--- config.mk ---
export PLATFORM = sky130hd
export DESIGN_NAME = lane_adder_array
export DESIGN_NICKNAME = d
export VERILOG_FILES = /design/src/rtl/lane_adder_pkg.sv /design/src/rtl/lane_adder_stage.sv /design/src/rtl/lane_adder_array.sv
export SDC_FILE = /design/constraint.sdc
export NUM_CORES = 1
export LEC_CHECK = 0
export ABC_CLOCK_PERIOD_IN_PS = 2900
export BUFFER_PORTS_ARGS = -buffer_cell sky130_fd_sc_hd__buf_2
export CAP_MARGIN = 10
export CORE_ASPECT_RATIO = 0.6
export CORE_UTILIZATION = 40
export DETAILED_ROUTE_END_ITERATION = 12
export GPL_ROUTABILITY_DRIVEN = 0
export MAX_ROUTING_LAYER = met4
export SYNTH_ARGS = -nofsm -noshare
export SYNTH_HDL_FRONTEND = slang
export SYNTH_SLANG_ARGS = --single-unit
--- constraint.sdc ---
create_clock -name clk -period 2.9 [get_ports clk]
set_input_delay 0.435 -clock clk [delete_from_list [all_inputs] [get_ports clk]]
set_output_delay 0.435 -clock clk [all_outputs]
set_load 0.05 [all_outputs]
--- src/rtl/lane_adder_pkg.sv ---
`default_nettype none
// ============================================================================
// Module   : lane_adder_pkg
// Purpose  : Shared constants, mode encodings and lane-slice helper for the
//            lane_adder_array datapath.
// Revision : 1.0 - initial release
// ============================================================================
package lane_adder_pkg;

    localparam int LA_DEF_WIDTH = 8;
    localparam int LA_DEF_LANES = 2;

    localparam int LA_MODE_ADD = 0;
    localparam int LA_MODE_ACC = 1;

    // Base bit of lane 'lane' in a packed bus of 'width'-bit lanes; use as [base +: width].
    function automatic int la_lane_lsb(input int lane, input int width);
        return lane * width;
    endfunction

endpackage
`default_nettype wire

--- src/rtl/lane_adder_stage.sv ---
`default_nettype none
// ============================================================================
// Module   : lane_adder_stage
// Purpose  : One lane of the S2 register: adder, optional accumulator and
//            saturation. Saturation is enabled by LANE_ADDER_ARRAY_SAT_EN.
// Revision : 1.0 - initial release
// ============================================================================
module lane_adder_stage
    import lane_adder_pkg::*;
#(
    parameter int WIDTH = LA_DEF_WIDTH,
    parameter int ACCUM = LA_MODE_ADD
) (
    input  logic             clk,
    input  logic             rst_n,
    input  logic             load,
    input  logic             clear,
    input  logic [WIDTH-1:0] a,
    input  logic [WIDTH-1:0] b,
    output logic [WIDTH-1:0] sum,
    output logic             carry
);

`ifdef LANE_ADDER_ARRAY_SAT_EN
    localparam bit c_sat_en = 1'b1;
`else
    localparam bit c_sat_en = 1'b0;
`endif
    localparam logic [WIDTH-1:0] c_sat_max = '1;

    logic [WIDTH-1:0] w_sum_next;
    logic             w_ovf;

    generate
        if (ACCUM == LA_MODE_ACC) begin : g_accum
            logic [WIDTH-1:0] r_acc;
            logic [WIDTH+1:0] w_full;

            // clear takes priority over the old accumulator value for a loading beat
            assign w_full     = (clear ? '0 : {2'b00, r_acc}) + {2'b00, a} + {2'b00, b};
            assign w_ovf      = |w_full[WIDTH+1:WIDTH];
            assign w_sum_next = (c_sat_en && w_ovf) ? c_sat_max : w_full[WIDTH-1:0];

            always_ff @(posedge clk or negedge rst_n) begin
                if (!rst_n) begin
                    r_acc <= '0;
                end else if (load) begin
                    r_acc <= w_sum_next;
                end else if (clear) begin
                    r_acc <= '0;
                end
            end
        end else begin : g_add
            logic [WIDTH:0] w_full;
            logic           w_unused_clear;

            assign w_unused_clear = clear;
            assign w_full         = {1'b0, a} + {1'b0, b};
            assign w_ovf          = w_full[WIDTH];
            assign w_sum_next     = (c_sat_en && w_ovf) ? c_sat_max : w_full[WIDTH-1:0];
        end
    endgenerate

    always_ff @(posedge clk or negedge rst_n) begin
        if (!rst_n) begin
            sum   <= '0;
            carry <= 1'b0;
        end else if (load) begin
            sum   <= w_sum_next;
            carry <= w_ovf;
        end
    end

endmodule
`default_nettype wire

--- src/rtl/lane_adder_array.sv ---
`default_nettype none
// ============================================================================
// Module   : lane_adder_array
// Purpose  : LANES x WIDTH registered adder behind a two-stage valid/ready
//            pipeline. Optional saturation: LANE_ADDER_ARRAY_SAT_EN.
// Revision : 1.0 - initial release
// ============================================================================
module lane_adder_array
    import lane_adder_pkg::*;
#(
    parameter int WIDTH = LA_DEF_WIDTH,
    parameter int LANES = LA_DEF_LANES,
    parameter int ACCUM = LA_MODE_ADD
) (
    input  logic                   clk,
    input  logic                   rst_n,
    input  logic                   in_valid,
    output logic                   in_ready,
    input  logic [LANES*WIDTH-1:0] a,
    input  logic [LANES*WIDTH-1:0] b,
    input  logic                   clear,
    output logic                   out_valid,
    input  logic                   out_ready,
    output logic [LANES*WIDTH-1:0] sum,
    output logic [LANES-1:0]       carry
);

    logic                   r_s1_valid;
    logic [LANES*WIDTH-1:0] r_s1_a;
    logic [LANES*WIDTH-1:0] r_s1_b;
    logic                   r_s2_valid;
    logic                   w_s1_load;
    logic                   w_s2_load;

    assign w_s2_load = r_s1_valid && (!r_s2_valid || out_ready);
    // Held low during reset so the producer never sees a ready that cannot be honoured
    assign in_ready  = rst_n && (!r_s1_valid || w_s2_load);
    assign w_s1_load = in_valid && in_ready;
    assign out_valid = r_s2_valid;

    always_ff @(posedge clk or negedge rst_n) begin
        if (!rst_n) begin
            r_s1_valid <= 1'b0;
            r_s1_a     <= '0;
            r_s1_b     <= '0;
            r_s2_valid <= 1'b0;
        end else begin
            if (w_s1_load) begin
                r_s1_valid <= 1'b1;
                r_s1_a     <= a;
                r_s1_b     <= b;
            end else if (w_s2_load) begin
                r_s1_valid <= 1'b0;
            end

            if (w_s2_load) begin
                r_s2_valid <= 1'b1;
            end else if (out_ready) begin
                r_s2_valid <= 1'b0;
            end
        end
    end

    generate
        for (genvar i = 0; i < LANES; i++) begin : lane_gen
            lane_adder_stage #(
                .WIDTH (WIDTH),
                .ACCUM (ACCUM)
            ) u_lane (
                .clk   (clk),
                .rst_n (rst_n),
                .load  (w_s2_load),
                .clear (clear),
                .a     (r_s1_a[la_lane_lsb(i, WIDTH) +: WIDTH]),
                .b     (r_s1_b[la_lane_lsb(i, WIDTH) +: WIDTH]),
                .sum   (sum[la_lane_lsb(i, WIDTH) +: WIDTH]),
                .carry (carry[i])
            );
        end
    endgenerate

endmodule
`default_nettype wire

==> PnR_summary.wiki, run 1 <==
{| class="wikitable"
! Metric !! Value
|-
| Total routed wirelength || a little under 6000 um
|-
| GR Util met2 || 0.2083
|-
| Int Power || roughly 1.8 mW
|-
| Critical Path Source Type || flip-flop
|-
| All-Layer GR Usage || 0.1789
|-
| Clock input transition at the sequential cells of the worst setup and hold paths || around 0.07 ns
|-
| Post-Syn Nets || 273
|-
| Setup Viol. Count Final || 0
|-
| Hold violation count in the final report || 0
|-
| Bufs on Longest Clock Path || 2
|-
| TritonCTS clock tree || yes
|-
| H-tree lvl count || 2
|-
| Violation count after the first detailed-routing iteration || 88
|-
| Fraction of the core area covered by cells at the end of the flow || 0.4880
|-
| Proportion of power drawn by combinational gates || 0.448
|-
| Row count || 23
|-
| Number of remaining DRC errors || 0
|-
| Setup slack after placement || about 0.79 ns
|-
| Count of max-cap constraint violations || 0
|-
| Layer with the highest usage after global routing || met1
|-
| Global-route wire length before repair || slightly above 9000 um
|-
| Yosys cell types || 44
|-
| Post-synthesis instance area || roughly 0.0028 mm2
|-
| Most frequent standard cell in the layout excluding fill and tap cells || buf_2
|-
| Endpoint class of the critical path || flip-flop
|-
| Arrival time of data at the critical path endpoint || around 2.3 ns
|-
| Clock network latency to the later pin of the worst-skew pair || between 0.2 and 0.3 ns
|-
| Max-Slew Margin vs Limit || 0.5488
|-
| Final clock period utilization by the worst path || 0.7456
|-
| Cell-by-cell trace of the critical path || ha_1 -> fa_1 -> a211oi_1 -> o21ai_0 -> a2111oi_0 -> nor3_1
|-
| Maximum vdd ir drop || roughly 0.56 mV
|-
| Switching power || approximately 1.3 mW
|-
| Number of hold buffers added after CTS || 0
|-
| Die area || 0.007312 mm2
|-
| Routed wire per std cell || about 16 um
|-
| Number of buffers added for setup after CTS || 0
|-
| Number of instances in the synthesized netlist || around 220
|-
| Total negative setup slack || 0 ns
|-
| Part of the total power dissipated in the clock network || 0.200
|-
| Power density over cell area || just over 900 mW/mm2
|-
| First element of the critical path || r_s1_b[8]
|-
| #FFs+latches synth || between 50 and 60
|-
| Synthesized area per cell || about 13 um2
|-
| Cells resized by post-CTS repair || 0
|-
| Input/output buffers || between 50 and 60
|-
| Horizontal die dimension || roughly 110 um
|-
| Sequential Power Share || 0.352
|-
| Vias per Instance || between 5 and 6
|-
| Total clock buffers created by CTS || 5
|-
| Layout cell share with drive strength beyond 1 || 0.3913
|-
| Sequential share of the synthesized area || 0.4672
|-
| FMAX || between 400 and 500 MHz
|-
| Number of antenna violations at the first check in global routing || 0
|-
| Post-route antenna net violation count || 0
|-
| Worst Setup Path Type || reg2reg
|-
| Pin slew with the least headroom to its limit || 0.6769 ns
|-
| NumNets Final || 330
|-
| Estimated wirelength of the detail-placed design || around 4200 um
|-
| Buffer cell driving the clock tree root || clkbuf_16
|-
| Drt first pass iters || 4
|-
| Final worst path period need || approximately 2.2 ns
|-
| I/O pin cnt || 57
|-
| Total number of vias || between 1.5k and 2k
|-
| Area share of and/or/nand/nor cells after synthesis || 0.08535
|-
| Vias in the first global route || about 1.7k
|-
| Number of cells on the worst reg-to-reg path || 6
|-
| Slowest stage cell on the critical path || fa_1
|-
| Area post-placement || around 0.0031 mm2
|-
| Proportion of synthesized area in mux cells || 0.1846
|-
| Status || finished, final reports clean
|-
| Reg-to-Reg Start || r_s1_b[8]
|-
| Setup WS post-layout || roughly 0.74 ns
|-
| Antenna diode count || 0
|-
| Pin count of the biggest net entering global routing || 53
|-
| Global routing met1 resource utilization || 0.2807
|-
| Max Transition Viols Final || 0
|-
| Core area || 0.006705 mm2
|-
| Filler cell count in the final layout || approximately 600
|-
| Crit-path max cell delay || around 0.46 ns
|-
| Switch share || 0.4189
|-
| Share of the synthesized area in compound gates (AO/OA/AOI/OAI) || 0.1289
|-
| CP Data Required Time || between 3 and 4 ns
|-
| Final instance area || 0.003272 mm2
|-
| Post-synthesis to final-layout area growth || 17.48%
|-
| Unrepaired setup endpoints after global routing || no
|-
| Layout Skew || approximately 0.0083 ns
|-
| Worst min path class || in2async
|-
| Starting density of the core || 0.4154
|-
| Highest fanout seen on the critical path || 3
|-
| Global Route met3 Usage || 0.05284
|-
| Die span in y || 66.64 um
|-
| Yosys warning count || 0
|-
| Fraction of the mapped netlist area in adder cells || 0.08625
|-
| Combinational family with the most area after synthesis || multiplexers
|-
| Most frequent cells in the layout || buf_2, dfrtp_1, mux2_4
|-
| Number of clock sinks || 52
|-
| Leakage || approximately 1.6 nW
|-
| Total overflow reported by the global router || 0
|-
| XOR/XNOR share of the synthesized area || 0.01887
|}
==> Yosys cell counts (all sizes together) <==
master	n	area [um2]
a211oi	5	37.54
fa	2	40.04
o221a	2	22.52
nor3	5	25.02
or3	1	6.260
nand3	3	15.01
nand4b	3	26.28
nand2	12	52.55
o21a	3	22.52
a21oi	5	25.02
nor2	8	32.54
o21ai	18	90.09
o31ai	2	15.01
a2111o	1	11.26
or4	1	7.510
dfrtp	52	1301
a211o	1	8.760
o311ai	1	8.760
o211ai	2	15.01
or4b	1	10.01
and2	1	6.260
a21o	4	30.03
inv	3	11.26
xor2	4	35.03
o22a	1	8.760
nor2b	2	12.51
buf	7	65.05
clkbuf	1	3.750
xnor2	2	17.52
o31a	1	8.760
nand4	3	18.77
o21bai	1	7.510
nand2b	4	25.02
a2111oi	1	8.760
mux2	36	514.3
a21boi	1	18.77
o311a	2	20.02
ha	16	200.2
==> worst max-delay path, delay by kind of cell, from the launching register on <==
family,cells,cell delay (ns)
AOI/OAI and AO/OA,3,0.86
and+or+nand+nor,1,0.09
adders and majority gates,2,0.70
DFF,1,0.38
==> sequential cells by signal (all words and copies together), names as in the netlist <==
signal and count:
lane_gen.u_lane.carry 2, r_s1_a 16, lane_gen.u_lane.sum 16, out_valid 1, r_s1_b 16, r_s1_valid 1
==> final cells by class <==
cell class                 instances  area [um2]  share of cell area
clock buffer                       6       138.9             0.04245
clock inverter                     2       10.01            0.003059
inverter                           3       11.26            0.003442
multi-input combinational        155        1404              0.4291
sequential                        52        1301              0.3977
tap                               87       108.9             0.03327
timing repair buffer              58       297.8             0.09101
==> final timing paths <==
| kind | end | slack, ns |
|---|---|---|
| setup / recovery | lane_gen[1].u_lane.carry | 0.74 |
| hold / removal | r_s1_a[15] | 0.34 |
| setup reg to reg | lane_gen[1].u_lane.carry | 0.74 |
| hold reg to reg | lane_gen[1].u_lane.sum[3] | 0.48 |
| max in group asynchronous | r_s1_b[1] | 2.09 |
| min in group clk | r_s1_a[7] | 0.36 |
==> cell families (layout without fill, tap and decap cells) <==
family                   Yosys count  count (layout)
multiplexers                      36              36
flip-flops                        52              52
XOR/XNOR                           6               6
AO/OA/AOI/OAI                     51              51
AND/OR/NAND/NOR                   44              44
buffers and inverters             11              69
adder cells (fa/ha/maj)           18              18
==> power by group through the flow <==
stage | Sequential [mW] | Clock, mW | Combinational [mW]
after floorplan | 1.44 | 0 | 0.679
after global placement | 1.07 | 0 | 1.34
after detailed placement | 1.08 | 0 | 1.35
after CTS | 1.06 | 0.623 | 1.36
after global routing | 1.09 | 0.664 | 1.46
final | 1.06 | 0.605 | 1.35
==> stage by stage <==
stage,cells,power [mW],hold slack (ns)
finish,363,3.022,0.3372
global route,363,3.209,0.3540
CTS,363,3.045,0.3594
detailed placement,355,2.428,0.4685
global placement,355,2.414,0.4651
floorplan,218,2.118,0.1394
==> per-layer routing <==
layer | vias to the layer above | wire length, um
met4 | 0 | 59
met1 | 879 | 3511
met2 | 54 | 1993
met5 | - | 0
met3 | 6 | 317
li1 | 927 | -
Power figures use the tool's default switching activity.
==> run 2: changes to the inputs <==
- ABC_CLOCK_PERIOD_IN_PS: 2900 -> 1920
- clock period: 2.9 -> 1.92 ns (I/O delays scaled with it)
==> run 2 against run 1 <==
Core utilization grew 2.4 points; via count grew 3.3%; worst setup slack lost 0.71 ns; sequential share of layout area shrank 1.9 points; count of clock-buffer cells in the layout grew 1; register-to-register slack lost 0.71 ns; final area grew 5.0%; critical endpoint is now lane_gen[1].u_lane.sum[6].
==> PnR_summary.wiki, run 2 (synthesis results as in run 1) <==
{| class="wikitable"
! Metric !! Value
|-
| Status || finished, final reports clean (unchanged)
|-
| H-tree lvl count || 2 (unchanged)
|-
| Max Transition Viols Final || 0 (unchanged)
|-
| Largest registers || lane_gen.u_lane.sum (16), r_s1_a (16), r_s1_b (16) (unchanged)
|-
| NumNets Final || 344 (was 330)
|-
| Clock network latency to the later pin of the worst-skew pair || 0.29 ns (about the same)
|-
| Unrepaired setup endpoints after global routing || yes (was no)
|-
| Total number of vias || 1927 (was 1866)
|-
| Setup slack after placement || -0.1339 ns (was 0.7919 ns)
|-
| Leakage || 1.668 nW (was 1.598 nW)
|-
| Pin count of the biggest net entering global routing || 53 (unchanged)
|-
| Worst Setup Path Type || reg2reg (unchanged)
|-
| CP bufs+invs || 0 (unchanged)
|-
| Horizontal die dimension || 109.7 um (unchanged)
|-
| Most frequent cells in the layout || buf_2, dfrtp_1, mux2_4 (unchanged)
|-
| Most frequent standard cell in the layout excluding fill and tap cells || buf_2 (unchanged)
|-
| Number of buffers added for setup after CTS || 0 (unchanged)
|-
| I/O pin cnt || 57 (unchanged)
|-
| Vias in the first global route || 1863 (was 1744)
|-
| Total clock buffers created by CTS || 5 (unchanged)
|-
| Count of max-cap constraint violations || 0 (unchanged)
|-
| Input/output buffers || 55 (unchanged)
|-
| TritonCTS clock tree || yes (unchanged)
|-
| CP top delay family || compound AO/OA/AOI/OAI gates (unchanged)
|-
| Cell-by-cell trace of the critical path || ha_2 -> fa_2 -> a211oi_2 -> o21ai_0 -> a211oi_1 -> o31ai_1 (was ha_1 -> fa_1 -> a211oi_1 -> o21ai_0 -> a2111oi_0 -> nor3_1)
|-
| Final total power || 4.652 mW (was 3.022 mW)
|-
| Slowest stage cell on the critical path || dfrtp_1 (was fa_1)
|-
| All-Layer GR Usage || 0.1821 (was 0.1789)
|-
| Worst hold slack across all endpoints || 0.2155 ns (was 0.3372 ns)
|-
| Setup WS post-layout || 0.03172 ns (was 0.7378 ns)
|-
| Total negative setup slack || 0 ns (unchanged)
|-
| Clock input transition at the sequential cells of the worst setup and hold paths || 0.07 ns (about the same)
|-
| Endpoint class of the critical path || flip-flop (unchanged)
|-
| Final clock period utilization by the worst path || 0.9835 (was 0.7456)
|-
| Number of cells on the worst reg-to-reg path || 6 (unchanged)
|-
| Worst min path class || in2async (unchanged)
|-
| Final instance area || 0.003436 mm2 (was 0.003272 mm2)
|-
| Buffer cell driving the clock tree root || clkbuf_16 (unchanged)
|-
| Post-route antenna net violation count || 0 (unchanged)
|-
| Die span in y || 66.64 um (unchanged)
|-
| Number of clock sinks || 52 (unchanged)
|-
| Violation count after the first detailed-routing iteration || 58 (was 88)
|-
| Layout Skew || 0.007234 ns (was 0.008268 ns)
|-
| Bufs on Longest Clock Path || 2 (unchanged)
|-
| Total overflow reported by the global router || 0 (unchanged)
|-
| Reg2Reg Capture Point || lane_gen[1].u_lane.sum[6] (was lane_gen[1].u_lane.carry)
|-
| Number of remaining DRC errors || 0 (unchanged)
|-
| CP Data Required Time || 2.08 ns (was 3.07 ns)
|-
| R2R setup slack || 0.03 ns (was 0.74 ns)
|-
| Maximum vdd ir drop || 0.7322 mV (was 0.5558 mV)
|-
| Die area || 0.007312 mm2 (unchanged)
|-
| Number of antenna violations at the first check in global routing || 0 (unchanged)
|-
| Antenna diode count || 0 (unchanged)
|-
| Setup Viol. Count Final || 0 (unchanged)
|-
| Routed wire per std cell || 15.67 um (was 16.20 um)
|-
| Starting density of the core || 0.4154 (unchanged)
|-
| Layout cell share with drive strength beyond 1 || 0.4552 (was 0.3913)
|-
| FMAX || 529.6 MHz (was 462.5 MHz)
|-
| Row count || 23 (unchanged)
|-
| Global-route wire length before repair || 9584 um (was 9114 um)
|-
| Total routed wirelength || 5908 um (was 5881 um)
|-
| Arrival time of data at the critical path endpoint || 2.05 ns (was 2.33 ns)
|-
| Number of hold buffers added after CTS || 0 (unchanged)
|-
| Estimated wirelength of the detail-placed design || 4353 um (was 4196 um)
|-
| Reg-to-Reg Start || r_s1_b[8] (unchanged)
|-
| Pin slew with the least headroom to its limit || 0.6551 ns (was 0.6769 ns)
|-
| Crit-path max cell delay || 0.39 ns (was 0.46 ns)
|-
| Hold violation count in the final report || 0 (unchanged)
|-
| Final worst path period need || 1.888 ns (was 2.162 ns)
|-
| Drt first pass iters || 4 (unchanged)
|-
| Max-Slew Margin vs Limit || 0.5632 (was 0.5488)
|-
| Vias per Instance || 5.111 (was 5.140)
|-
| Critical Path Source Type || flip-flop (unchanged)
|-
| Core area || 0.006705 mm2 (unchanged)
|-
| Filler cell count in the final layout || 613 (was 618)
|-
| Highest fanout seen on the critical path || 2 (was 3)
|-
| Area post-placement || 0.003242 mm2 (was 0.003123 mm2)
|-
| Power density over cell area || 1354 mW/mm2 (was 923.5 mW/mm2)
|-
| Post-synthesis to final-layout area growth || 23.36% (was 17.48%)
|}
run 2: worst max path at each step:
stage / start / endpoint / depth (start not counted)
after global placement: r_s1_b[8] / lane_gen[1].u_lane.carry / 6
after detailed placement: r_s1_b[8] / lane_gen[1].u_lane.carry / 6
after floorplan: r_s1_b[8] / lane_gen[1].u_lane.carry / 6
after global routing: r_s1_b[8] / lane_gen[1].u_lane.sum[6] / 6
final: r_s1_b[8] / lane_gen[1].u_lane.sum[6] / 6
after CTS: r_s1_b[8] / lane_gen[1].u_lane.carry / 6
run 2: area by class of cell:
cell class              instances  area (um2)  share of cell area
clock buffers                   7       132.6             0.03860
well taps                      87       108.9             0.03168
clock inverters                 1       5.005            0.001457
repair buffers                 72       415.4              0.1209
multi-input cells             155        1460              0.4250
flip-flops and latches         52        1303              0.3791
inverters                       3       11.26            0.003277
run 2: repair_timing:
item	CTS	global route
endpoints found under the setup margin	4	5
gates cloned	0	0
pin swaps	2	6
resized for setup	6	9
run 2: worst reg2reg max path, stage by stage (launching register included):
cell	delay, ns
dfrtp_1	0.39
ha_2	0.20
fa_2	0.37
a211oi_2	0.29
o21ai_0	0.16
a211oi_1	0.25
o31ai_1	0.10
run 2: layer usage:
layer	vias up	track usage	wire length (um)
met2	51	0.2154	2188
li1	951	-	-
met3	2	0.04599	328
met4	0	0.03333	12
met1	923	0.2961	3379
met5	-	-	0
run 2: where the power goes:
group	internal (mW)	total (mW)	switching, mW
sequential	1.40	1.60	0.200
clock	0.482	0.851	0.369
combinational	0.824	2.20	1.37
run 2: through the flow:
step / util / instances
after global placement: 0.4835 / 369
after CTS: 0.5064 / 377
after floorplan: - / 218
after global routing: 0.5124 / 377
after detailed placement: 0.4835 / 369
final: 0.5124 / 377
==> run 3: changes to the inputs <==
- CORE_ASPECT_RATIO: 0.6 -> 1.75
- SETUP_SLACK_MARGIN: unset -> 0.05
==> run 3 against run 2 <==
Die area about the same; largest power group unchanged; power up 2.5%; via count increased by 1.4%; non-clock buffer count grew 1; first-iteration DRC count fell by 1.7%; final cell count shrank 1.1%; wire length shrank 4.6%; clock skew down 0.0033 ns; global-route usage down 0.74 points; count of clock-buffer cells in the layout decreased by 1; core utilization increased by 1.0 points.
==> PnR_summary.wiki, run 3 (synthesis results as in run 1) <==
{| class="wikitable"
! Metric !! Value
|-
| Status || finished, final reports clean (unchanged)
|-
| Final instance area || 0.003468 mm2 (was 0.003436 mm2)
|-
| All-Layer GR Usage || 0.1747 (was 0.1821)
|-
| Slowest stage cell on the critical path || dfrtp_1 (unchanged)
|-
| FMAX || 547.7 MHz (was 529.6 MHz)
|-
| Fraction of the core area covered by cells at the end of the flow || 0.5226 (was 0.5124)
|-
| Post-synthesis to final-layout area growth || 24.53% (was 23.36%)
|-
| Total overflow reported by the global router || 0 (unchanged)
|-
| Count of max-cap constraint violations || 0 (unchanged)
|-
| NumNets Final || 345 (was 344)
|-
| Largest registers || lane_gen.u_lane.sum (16), r_s1_a (16), r_s1_b (16) (unchanged)
|-
| Buffer cell driving the clock tree root || clkbuf_16 (unchanged)
|-
| H-tree lvl count || 2 (unchanged)
|-
| Input/output buffers || 55 (unchanged)
|-
| Starting density of the core || 0.4197 (was 0.4154)
|-
| Final clock period utilization by the worst path || 0.9509 (was 0.9835)
|-
| Endpoint class of the critical path || flip-flop (unchanged)
|-
| Filler cell count in the final layout || 633 (was 613)
|-
| Row count || 39 (was 23)
|-
| Number of remaining DRC errors || 0 (unchanged)
|-
| CP Data Required Time || 2.10 ns (was 2.08 ns)
|-
| Total negative setup slack || 0 ns (unchanged)
|-
| Routed wire per std cell || 15.12 um (was 15.67 um)
|-
| Area post-placement || 0.003236 mm2 (was 0.003242 mm2)
|-
| Pin slew with the least headroom to its limit || 0.6394 ns (was 0.6551 ns)
|-
| Highest fanout seen on the critical path || 2 (unchanged)
|-
| Switching power || 1.915 mW (was 1.941 mW)
|-
| Maximum vdd ir drop || 0.5477 mV (was 0.7322 mV)
|-
| Vias in the first global route || 2022 (was 1863)
|-
| Critical Path Source Type || flip-flop (unchanged)
|-
| Total number of vias || 1954 (was 1927)
|-
| Violation count after the first detailed-routing iteration || 57 (was 58)
|-
| Worst min path class || in2async (unchanged)
|-
| Antenna diode count || 0 (unchanged)
|-
| Layout cell share with drive strength beyond 1 || 0.4674 (was 0.4552)
|-
| Int Power || 2.851 mW (was 2.711 mW)
|-
| First element of the critical path || r_s1_a[0] (was r_s1_b[8])
|-
| Vias per Instance || 5.239 (was 5.111)
|-
| Max-Slew Margin vs Limit || 0.5737 (was 0.5632)
|-
| Post-route antenna net violation count || 0 (unchanged)
|-
| Drt first pass iters || 4 (unchanged)
|-
| Horizontal die dimension || 65.08 um (was 109.7 um)
|-
| TritonCTS clock tree || yes (unchanged)
|-
| Bufs on Longest Clock Path || 2 (unchanged)
|-
| Die area || 0.007313 mm2 (was 0.007312 mm2)
|-
| Total clock buffers created by CTS || 5 (unchanged)
|-
| Most frequent standard cell in the layout excluding fill and tap cells || buf_2 (unchanged)
|-
| Proportion of power drawn by combinational gates || 0.458 (was 0.472)
|-
| Max Transition Viols Final || 0 (unchanged)
|-
| Clock input transition at the sequential cells of the worst setup and hold paths || 0.06 ns (was 0.07 ns)
|-
| Sequential Power Share || 0.334 (was 0.345)
|-
| Pin count of the biggest net entering global routing || 53 (unchanged)
|-
| Clock network latency to the later pin of the worst-skew pair || 0.29 ns (about the same)
|-
| Switch share || 0.4017 (was 0.4173)
|-
| Crit-path max cell delay || 0.39 ns (about the same)
|-
| Number of antenna violations at the first check in global routing || 0 (unchanged)
|-
| Number of clock sinks || 52 (unchanged)
|-
| Setup Viol. Count Final || 0 (unchanged)
|-
| Part of the total power dissipated in the clock network || 0.208 (was 0.183)
|-
| Arrival time of data at the critical path endpoint || 2.00 ns (was 2.05 ns)
|-
| Estimated wirelength of the detail-placed design || 4237 um (was 4353 um)
|-
| Cell-by-cell trace of the critical path || ha_2 -> fa_2 -> a211oi_2 -> buf_4 -> o21a_1 -> nor2_2 -> o31a_1 (was ha_2 -> fa_2 -> a211oi_2 -> o21ai_0 -> a211oi_1 -> o31ai_1)
|-
| Total routed wirelength || 5639 um (was 5908 um)
|-
| Most frequent cells in the layout || buf_2, dfrtp_1, mux2_4 (unchanged)
|-
| Unrepaired setup endpoints after global routing || yes (unchanged)
|-
| Final worst path period need || 1.826 ns (was 1.888 ns)
|-
| Hold violation count in the final report || 0 (unchanged)
|-
| Die span in y || 112.4 um (was 66.64 um)
|-
| I/O pin cnt || 57 (unchanged)
|-
| Reg-to-Reg Start || r_s1_a[0] (was r_s1_b[8])
|-
| Core area || 0.006636 mm2 (was 0.006705 mm2)
|-
| Layout Skew || 0.003949 ns (was 0.007234 ns)
|-
| Global-route wire length before repair || 9246 um (was 9584 um)
|-
| Leakage || 1.688 nW (was 1.668 nW)
|-
| Power density over cell area || 1374 mW/mm2 (was 1354 mW/mm2)
|-
| Worst Setup Path Type || reg2reg (unchanged)
|}
run 3: final cells by class:
| class | count | area, um2 | share of cell area |
|---|---|---|---|
| multi-input cells | 155 | 1465 | 0.4224 |
| repair buffers | 73 | 422.9 | 0.1219 |
| well taps | 82 | 102.6 | 0.02958 |
| inverters | 3 | 11.26 | 0.003247 |
| flip-flops and latches | 52 | 1303 | 0.3755 |
| clock buffers | 6 | 128.9 | 0.03716 |
| clock inverters | 2 | 35.03 | 0.01010 |
run 3: routing by layer:
metal | track usage | routed length, um
met5 | - | 0
met1 | 0.1754 | 2097
met2 | 0.3056 | 3139
met4 | 0.09130 | 198
met3 | 0.04065 | 204
run 3: timing repair:
| item | 4_1_cts | 5_1_grt |
|---|---|---|
| cloned | 0 | 0 |
| buffers inserted | 1 | 2 |
| hold buffers | 0 | 0 |
| resized for setup | 6 | 8 |
| pin swaps | 3 | 9 |
| setup endpoints to repair | 3 | 7 |
run 3: worst paths after layout:
kind | end | slack, ns | cells after the start
max | lane_gen[0].u_lane.carry | 0.09 | 7
min | r_s1_a[14] | 0.17 | 2
max reg2reg | lane_gen[0].u_lane.carry | 0.09 | 7
min reg2reg | lane_gen[0].u_lane.sum[4] | 0.47 | 2
max in group asynchronous | out_valid | 1.30 | 2
min in group clk | r_s1_b[11] | 0.22 | 2
run 3: power by group through the flow:
| stage | Clock, mW | Sequential (mW) | Combinational (mW) |
|---|---|---|---|
| after detailed placement | 0 | 1.62 | 2.13 |
| after floorplan | 0 | 2.17 | 1.04 |
| after global routing | 1.06 | 1.63 | 2.36 |
| after CTS | 1.01 | 1.60 | 2.16 |
| final | 0.990 | 1.59 | 2.18 |
| after global placement | 0 | 1.61 | 2.10 |
run 3: metrics by stage:
stage / hold WS, ns / std cells / total power, mW / setup WS (ns)
2_1_floorplan: -0.007591 / 218 / 3.211 / 0.02527
3_3_place_gp: 0.4596 / 362 / 3.707 / -0.03589
3_5_place_dp: 0.4652 / 362 / 3.744 / -0.1346
4_1_cts: 0.2123 / 371 / 4.775 / 0.03865
5_1_grt: 0.2174 / 373 / 5.051 / -0.02161
6_report: 0.1693 / 373 / 4.766 / 0.09420
run 3: worst max-delay path, delay by kind of cell, from the launching register on:
kind                     cells  cell delay, ns
adder cells (fa/ha/maj)      2            0.56
flip-flops                   1            0.39
AND/OR/NAND/NOR              1            0.04
AO/OA/AOI/OAI                3            0.57
buffers and inverters        1            0.15
